[config.mk]
export PLATFORM = sky130hd
export DESIGN_NAME = imem_fetch_unit
export DESIGN_NICKNAME = d
export VERILOG_FILES = /design/src/rtl/imem_pkg.sv /design/src/rtl/imem_ram.sv /design/src/rtl/imem_fetch_unit.sv
export SDC_FILE = /design/constraint.sdc
export NUM_CORES = 1
export LEC_CHECK = 0
export CAP_MARGIN = 25
export CORE_ASPECT_RATIO = 1.2
export CORE_UTILIZATION = 36
export CTS_BUF_LIST = sky130_fd_sc_hd__clkbuf_16
export DETAILED_ROUTE_END_ITERATION = 10
export GPL_TIMING_DRIVEN = 0
export SLEW_MARGIN = 20
export SYNTH_ARGS = -nofsm -noshare
export SYNTH_HDL_FRONTEND = slang
export SYNTH_SLANG_ARGS = --single-unit
[constraint.sdc]
create_clock -name clk -period 5.35 [get_ports clk]
set_input_delay 1.605 -clock clk [delete_from_list [all_inputs] [get_ports clk]]
set_output_delay 1.605 -clock clk [all_outputs]
set_load 0.005 [all_outputs]
[src/rtl/imem_pkg.sv]
// Shared opcode constants, field positions and field-split helper
// for the instruction memory fetch stage.
package imem_pkg;

  localparam logic [5:0] OP_NOP  = 6'h00;
  localparam logic [5:0] OP_ADDI = 6'h01;
  localparam logic [5:0] OP_SUB  = 6'h02;
  localparam logic [5:0] OP_ORI  = 6'h10;
  localparam logic [5:0] OP_AND  = 6'h11;
  localparam logic [5:0] OP_OR   = 6'h12;
  localparam logic [5:0] OP_MOVE = 6'h20;
  localparam logic [5:0] OP_SW   = 6'h26;
  localparam logic [5:0] OP_LW   = 6'h27;
  localparam logic [5:0] OP_BEQ  = 6'h30;
  localparam logic [5:0] OP_HALT = 6'h3F;

  localparam int OP_MSB  = 31;
  localparam int OP_LSB  = 26;
  localparam int RS_MSB  = 25;
  localparam int RS_LSB  = 21;
  localparam int RT_MSB  = 20;
  localparam int RT_LSB  = 16;
  localparam int RD_MSB  = 15;
  localparam int RD_LSB  = 11;
  localparam int IMM_MSB = 15;
  localparam int IMM_LSB = 0;

  typedef struct packed {
    logic [5:0]  op;
    logic [4:0]  rs;
    logic [4:0]  rt;
    logic [4:0]  rd;
    logic [15:0] imm;
  } instr_fields_t;

  // rd and imm overlap in the word, so fields are sliced, not overlaid
  function automatic instr_fields_t split_instr(input logic [31:0] w);
    instr_fields_t f;
    f.op  = w[OP_MSB:OP_LSB];
    f.rs  = w[RS_MSB:RS_LSB];
    f.rt  = w[RT_MSB:RT_LSB];
    f.rd  = w[RD_MSB:RD_LSB];
    f.imm = w[IMM_MSB:IMM_LSB];
    return f;
  endfunction

endpackage

[src/rtl/imem_ram.sv]
// DEPTH x 32 instruction RAM: sync write, registered read,
// write-first when both ports hit the same word.
module imem_ram #(
  parameter int unsigned DEPTH = 16,
  localparam int unsigned IDX_W = $clog2(DEPTH)
) (
  input  logic             clk,
  input  logic             rst_n,
  input  logic             we_i,
  input  logic [IDX_W-1:0] waddr_i,
  input  logic [31:0]      wdata_i,
  input  logic             re_i,
  input  logic [IDX_W-1:0] raddr_i,
  output logic [31:0]      rdata_o
);

  logic [31:0] mem_q [DEPTH];
  logic [31:0] rdata_q;

  always_ff @(posedge clk) begin
    if (we_i) begin
      mem_q[waddr_i] <= wdata_i;
    end
  end

  always_ff @(posedge clk) begin
    if (!rst_n) begin
      rdata_q <= '0;
    end else if (re_i) begin
      if (we_i && (waddr_i == raddr_i)) begin
        rdata_q <= wdata_i;
      end else begin
        rdata_q <= mem_q[raddr_i];
      end
    end
  end

  assign rdata_o = rdata_q;

endmodule

[src/rtl/imem_fetch_unit.sv]
// Writable instruction memory fetch stage: valid/ready PC fetch,
// registered response, fault/halt status and fetch counter.
module imem_fetch_unit
  import imem_pkg::*;
#(
  parameter int unsigned DEPTH   = 16,
  parameter logic [5:0]  HALT_OP = 6'h3F,
  parameter int unsigned CNT_W   = 16,
  localparam int unsigned IDX_W  = $clog2(DEPTH)
) (
  input  logic             clk,
  input  logic             rst_n,
  input  logic             prog_we,
  input  logic [IDX_W-1:0] prog_addr,
  input  logic [31:0]      prog_data,
  input  logic             req_valid,
  output logic             req_ready,
  input  logic [31:0]      req_pc,
  output logic             rsp_valid,
  input  logic             rsp_ready,
  output logic [31:0]      rsp_pc,
  output logic [31:0]      rsp_instr,
  output logic [5:0]       op,
  output logic [4:0]       rs,
  output logic [4:0]       rt,
  output logic [4:0]       rd,
  output logic [15:0]      immediate,
  output logic             rsp_fault,
  output logic             halt_seen,
  output logic [CNT_W-1:0] fetch_cnt
);

  logic             accept;
  logic             fault_w;
  logic             halt_now;
  logic             ram_we;
  logic [31:0]      ram_rdata;
  instr_fields_t    fields;

  logic             rsp_valid_q, rsp_valid_d;
  logic [31:0]      rsp_pc_q, rsp_pc_d;
  logic             rsp_fault_q, rsp_fault_d;
  logic             halt_q, halt_d;
  logic [CNT_W-1:0] cnt_q, cnt_d;

  // Halt is visible as soon as the halt word is presented
  assign halt_now  = rsp_valid_q && !rsp_fault_q &&
                     (ram_rdata[OP_MSB:OP_LSB] == HALT_OP);
  assign halt_seen = halt_q || halt_now;

  assign req_ready = !halt_seen && (!rsp_valid_q || rsp_ready);
  assign accept    = req_valid && req_ready;
  assign fault_w   = (req_pc[1:0] != 2'b00) ||
                     (req_pc[31:IDX_W+2] != '0);
  assign ram_we    = prog_we && rst_n;

  imem_ram #(
    .DEPTH (DEPTH)
  ) u_ram (
    .clk     (clk),
    .rst_n   (rst_n),
    .we_i    (ram_we),
    .waddr_i (prog_addr),
    .wdata_i (prog_data),
    .re_i    (accept),
    .raddr_i (req_pc[IDX_W+1:2]),
    .rdata_o (ram_rdata)
  );

  always_comb begin
    rsp_valid_d = rsp_valid_q;
    rsp_pc_d    = rsp_pc_q;
    rsp_fault_d = rsp_fault_q;
    cnt_d       = cnt_q;
    halt_d      = halt_q || halt_now;
    if (accept) begin
      rsp_valid_d = 1'b1;
      rsp_pc_d    = req_pc;
      rsp_fault_d = fault_w;
      cnt_d       = (&cnt_q) ? cnt_q : cnt_q + CNT_W'(1);
    end else if (rsp_ready) begin
      rsp_valid_d = 1'b0;
    end
  end

  always_ff @(posedge clk) begin
    if (!rst_n) begin
      rsp_valid_q <= 1'b0;
      rsp_pc_q    <= '0;
      rsp_fault_q <= 1'b0;
      halt_q      <= 1'b0;
      cnt_q       <= '0;
    end else begin
      rsp_valid_q <= rsp_valid_d;
      rsp_pc_q    <= rsp_pc_d;
      rsp_fault_q <= rsp_fault_d;
      halt_q      <= halt_d;
      cnt_q       <= cnt_d;
    end
  end

  assign rsp_valid = rsp_valid_q;
  assign rsp_pc    = rsp_pc_q;
  assign rsp_fault = rsp_fault_q;
  assign fetch_cnt = cnt_q;
  assign rsp_instr = rsp_fault_q ? 32'h0 : ram_rdata;

  assign fields    = split_instr(rsp_instr);
  assign op        = fields.op;
  assign rs        = fields.rs;
  assign rt        = fields.rt;
  assign rd        = fields.rd;
  assign immediate = fields.imm;

endmodule

# Yosys cells after proc, flatten, opt, wreduce, memory -nomap -nowiden
# Memory sizes are Yosys's and may differ from the RTL's. A register that Yosys moved wholly into a read port is not among the register bits.
# Index checks and enable logic that the tools add are counted.
[totals]
reg_bits = 51
mem_bits_rw = 512
inputBits = 73
output_inout_bits = 121
word_cells = 31
mem_count = 1
[classes]
add_sub_neg = 1
eq_ne = 1
muxes = 5
bitwise = 1
n_reduce_logical = 17
[mem_list]
columns = ["memory", "depth", "width", "read_ports", "rd_ports_with_merged_regs", "write_ports", "line_no", "text"]
rows = [
  ["u_ram.mem_q", 16, 32, 1, 1, 1, "imem_ram.sv:17", "logic [31:0] mem_q [DEPTH];"],
]
[op_table]
columns = ["op", "count"]
rows = [
  ["$mux W32", 1],
  ["$reduce_bool A26 Y1", 1],
  ["$add A16 B1 Y16 const B", 1],
  ["$reduce_and A16 Y1", 1],
  ["$eq A6 B6 Y1 const B", 1],
  ["$logic_and A1 B1 Y1", 5],
  ["$logic_not A1 Y1", 4],
  ["$mux W1", 4],
  ["$reduce_bool A2 Y1", 2],
  ["$logic_or A1 B1 Y1", 3],
  ["$reduce_and A2 Y1", 1],
  ["$not A1 Y1", 1],
]

# Longest topological paths before layout
[depth]
ltp_word = 8
ltp_mapped = 9
mapped_depth_nobuf = 6

# Cells and area by module
# From an unflattened synthesis, not the netlist that was laid out.
[hier_totals]
hier_cells = 1412
area_unflattened_um2 = 24123.1
[by_module_without_submodules]
columns = ["module", "instances", "cells_per_inst", "area_per_inst_um2", "seq_area_each_um2"]
rows = [
  ["imem_ram", 1, 1082, 21421.8, 16015.4],
  ["imem_fetch_unit", 1, 330, 2701.3, 1021.0],
]

# Worst setup path after synthesis
# No wires, ideal clock.
[synth_timing]
path_kind = "in2reg"
from = "input rst_n"
to = "memory u_ram.mem_q[12][0], enable pin"
setup_time_ns = 0.461
t_arrival_ns = 4.287
required_time_ns = 4.889
slack_ns = 0.602
cell_stages = 3
cell_sequence = "clkbuf_1 nand4_1 nor3_1"
[synth_via]
elab_chain_len = 3
[synth_rtl]
columns = ["element", "line_no", "text"]
rows = [
  ["start, declared", "imem_fetch_unit.sv:12", "input logic rst_n,"],
  ["$logic_and A1 B1 Y1", "imem_fetch_unit.sv:55", "assign ram_we = prog_we && rst_n;"],
  ["$mux W1", "imem_ram.sv:21", "if (we_i) begin"],
  ["$mux W1 (implied by the code)", "imem_ram.sv:22", "mem_q[waddr_i] <= wdata_i;"],
  ["end, declared", "imem_ram.sv:17", ""],
]
# Every way passes these cells.

# Worst setup path after layout
[layout_timing]
from = "register rsp_fault_q, in the netlist rsp_fault"
to = "output rsp_instr[24]"
[layout_via]
elab_chain_len = 1
[layout_rtl]
columns = ["element", "line_no", "text"]
rows = [
  ["start, declared", "imem_fetch_unit.sv:42", "logic rsp_fault_q, rsp_fault_d;"],
  ["start signal, assigned", "imem_fetch_unit.sv:96", "rsp_fault_q <= rsp_fault_d;"],
  ["$mux W32", "imem_fetch_unit.sv:106", "assign rsp_instr = rsp_fault_q ? 32'h0 : ram_rdata;"],
  ["end, declared", "imem_fetch_unit.sv:22", "output logic [31:0] rsp_instr,"],
]
# Every way passes these cells.

==> reports/results.ini <==
[flow_run]
maxCapViolCount=0

[critical_path]
crit_arrival_ps=3180
crit_path_start_kind=flop
cp_cell_sequence=clkbuf_1, nor2b_1, buf_4, clkdlybuf4s50_1
cp_slowest_stage_delay_ps=870
cpMaxStageDelayCell=clkbuf_1
rr_worst_depth=7
cp.required_ps=3740
path_class=reg2out
r2r_start=u_ram.rdata_o[31]
cp_max_fo=10
path_buf_inv=3
startpoint=rsp_fault
path_depth=4
crit_family=buffers and inverters
reg2reg_slack_ps=2490
reg2reg_to=u_ram.rdata_o[27]
cp-end-kind=output port

[grt]
met2_usage_pct=32.92
grt.met3_usage_pct=3.896
grt_overflow=0
busiest_layer=met2
grt_pass1_vias=13460
grt_first_pass_wirelength_um=90510
grt_max_degree=18
antenna_found_initial=2
grtUsageMet1_pct=24.47
grt_use_total_pct=19.17

[synth]
yosys_most_used_dff=edfxtp_1
synth-seq-cells=595
syn-num-nets=1359
synth_cell_type_count=56
synth_top_area_cell=edfxtp_1
synth-seq-area-share_pct=72.96
avgSynthCellArea_sq_um=18.17
postSynthCellCount=1285
synthArstFlopShare_pct=0
ys_top_cells_by_area=edfxtp_1 66%, mux4_2 11%, dfxtp_1 7.1%
yosysMostFrequentCell=edfxtp_1
synth_common_cells=512 x edfxtp_1, 114 x mux4_2, 90 x nand2_1, 83 x dfxtp_1, 44 x a22oi_1
yosysTopAreaCellShare_pct=65.84
synth_edf_count=512
synth_area_sq_um=23350
synth_warnings=0

[clock_network]
post_cts_buffers=0
clk_pin_slew_worst_paths_ps=60
cts_tree=built
cts_hold_buf=0
cts_made_buffers=58
htree_num_levels=2
cts.sinks=595
insertion_delay_ps=640
cts_resized=0
clock_path_buffers=3
root_buffer=clkbuf_16

[sta]
fin_crit_sh_pct=89.50
setup_viol=0
max_freq_mhz=208.8
fin_crit_ps=4789
setup_tns_ps=0
tightestPinTransition_ps=1105
timing.hold.ws_ps=466.9
maxSlewViolCount=0
max_slew_margin_pct=26.31
fin_skew_ps=25.45
hold_viol_final=0
grt_setup_unrepaired=false

[detailed_routing]
num_vias=13180
wirelength_um=62990
drc=0
wire_per_inst_um=25.71
drt_pass1_iterations=5
antenna_left=0
viasPerCell=5.379
drtIter0Drc=1164

[worst_hold_path]
min_from=rsp_pc[17]
min_delay_path_depth=2
hold_end=rsp_pc[17]
hold_class=reg2reg

[power]
peakVddDrop_mv=0.2613
power_density_nw_per_um2=340.2
power_leakage_nw=9.530
p_total_mw=9.872

[place]
dp_hpwl_um=42800
gp_congestion=0.7972
dp.cells=2342
io_buffers=189

[floorplanning]
die_w_um=234.5
start_util_pct=36.66
rows=101
die_area_sq_um=65890
die_y_um=281.0
pin_count=194
core_sq_um=63690

[layout]
area_growth_pct=24.25
drive_gt1_share_pct=21.22
diodes=0
stdcell_count=2450
finalNetCount=1652

[outcome]
outcome=completed

[state kept, by name, summed over array words and instances (netlist names)]
name and cells:
u_ram.mem_q 512, u_ram.rdata_o 32, rsp_valid 1, rsp_fault 1, rsp_pc 32, fetch_cnt 16, halt_q 1
[cell usage in the layout (no fill, tap or decap), drive strengths merged, types with 2 or more instances in the layout]
cell type and n:
o211ai 10, nor3 8, a21boi 34, edfxtp 512
nand4b 2, and2 19, clkinvlp 2, nand2 90
inv 26, clkinv 23, xnor2 7, bufinv 5
a21oi 29, nor2b 43, buf 128, nand2b 10
a2111oi 2, dfxtp 83, a2bb2oi 2, or4 2
a221o 32, a22oi 44, clkdlybuf4s50 189, o21ai 4
nor2 21, mux2i 32, o41ai 2, clkbuf 86
nand3 14, a221oi 2, nand4 11, a211oi 14
nor4 9, mux4 114, xor2 5
[layout make-up]
cell class / count / area, sq um
clock inverter: 50 / 391.6
fill: 5500 / 34680
sequential: 595 / 17040
timing repair buffer: 233 / 2679
tap: 824 / 1031
inverter: 6 / 22.52
buffer: 112 / 691.9
multi-input combinational: 572 / 5710
clock buffer: 58 / 1451
[layer usage]
layer / vias to the layer above / share of wire (%)
met4: 4 / 2.4
met1: 6828 / 40
met3: 97 / 7.2
met2: 530 / 50
li1: 5720 / -
met5: - / 0.029
[how the worst max path moves through the flow]
stage                                endpoint  slack (ps)
after floorplan            u_ram.mem_q[12][0]         600
after global placement    u_ram.mem_q[12][28]       -3230
after detailed placement  u_ram.mem_q[14][29]         650
after CTS                       rsp_instr[24]         450
after global routing            rsp_instr[24]         480
final                           rsp_instr[24]         560
[where the power goes]
part | switching [mW] | total (mW) | internal, mW
sequential | 0.0365 | 5.15 | 5.12
combinational | 0.376 | 0.717 | 0.342
clock | 1.78 | 4.00 | 2.22
total | 2.19 | 9.87 | 7.68
[through the flow]
stage | cell area [sq um] | worst slack [ps] | util, %
after floorplan | 23350 | 602.2 | -
after global placement | 26270 | -3230 | 41.25
after detailed placement | 27170 | 649.9 | 42.66
after CTS | 29010 | 448.0 | 45.55
after global routing | 29010 | 476.5 | 45.55
final | 29010 | 561.5 | 45.55
[tightest hold or removal path, delay by kind of cell, from the launching register on]
family	cells	cell delay (ps)
AOI/OAI and AO/OA	1	60
and+or+nand+nor	1	50
DFF	1	310
[kinds of logic (layout without fill, tap and decap cells)]
| kind of cell | Yosys count | in the layout | synth area share [%] |
|---|---|---|---|
| xor gates and xnor gates | 12 | 12 | 0.4501 |
| AOI/OAI and AO/OA | 181 | 181 | 6.071 |
| DFF | 595 | 595 | 72.96 |
| muxes | 146 | 146 | 12.37 |
| and+or+nand+nor | 232 | 232 | 5.042 |
| adders and majority gates | 1 | 1 | 0.05357 |
| buffers and inverters | 118 | 459 | 3.060 |
Power figures use the tool's default switching activity.
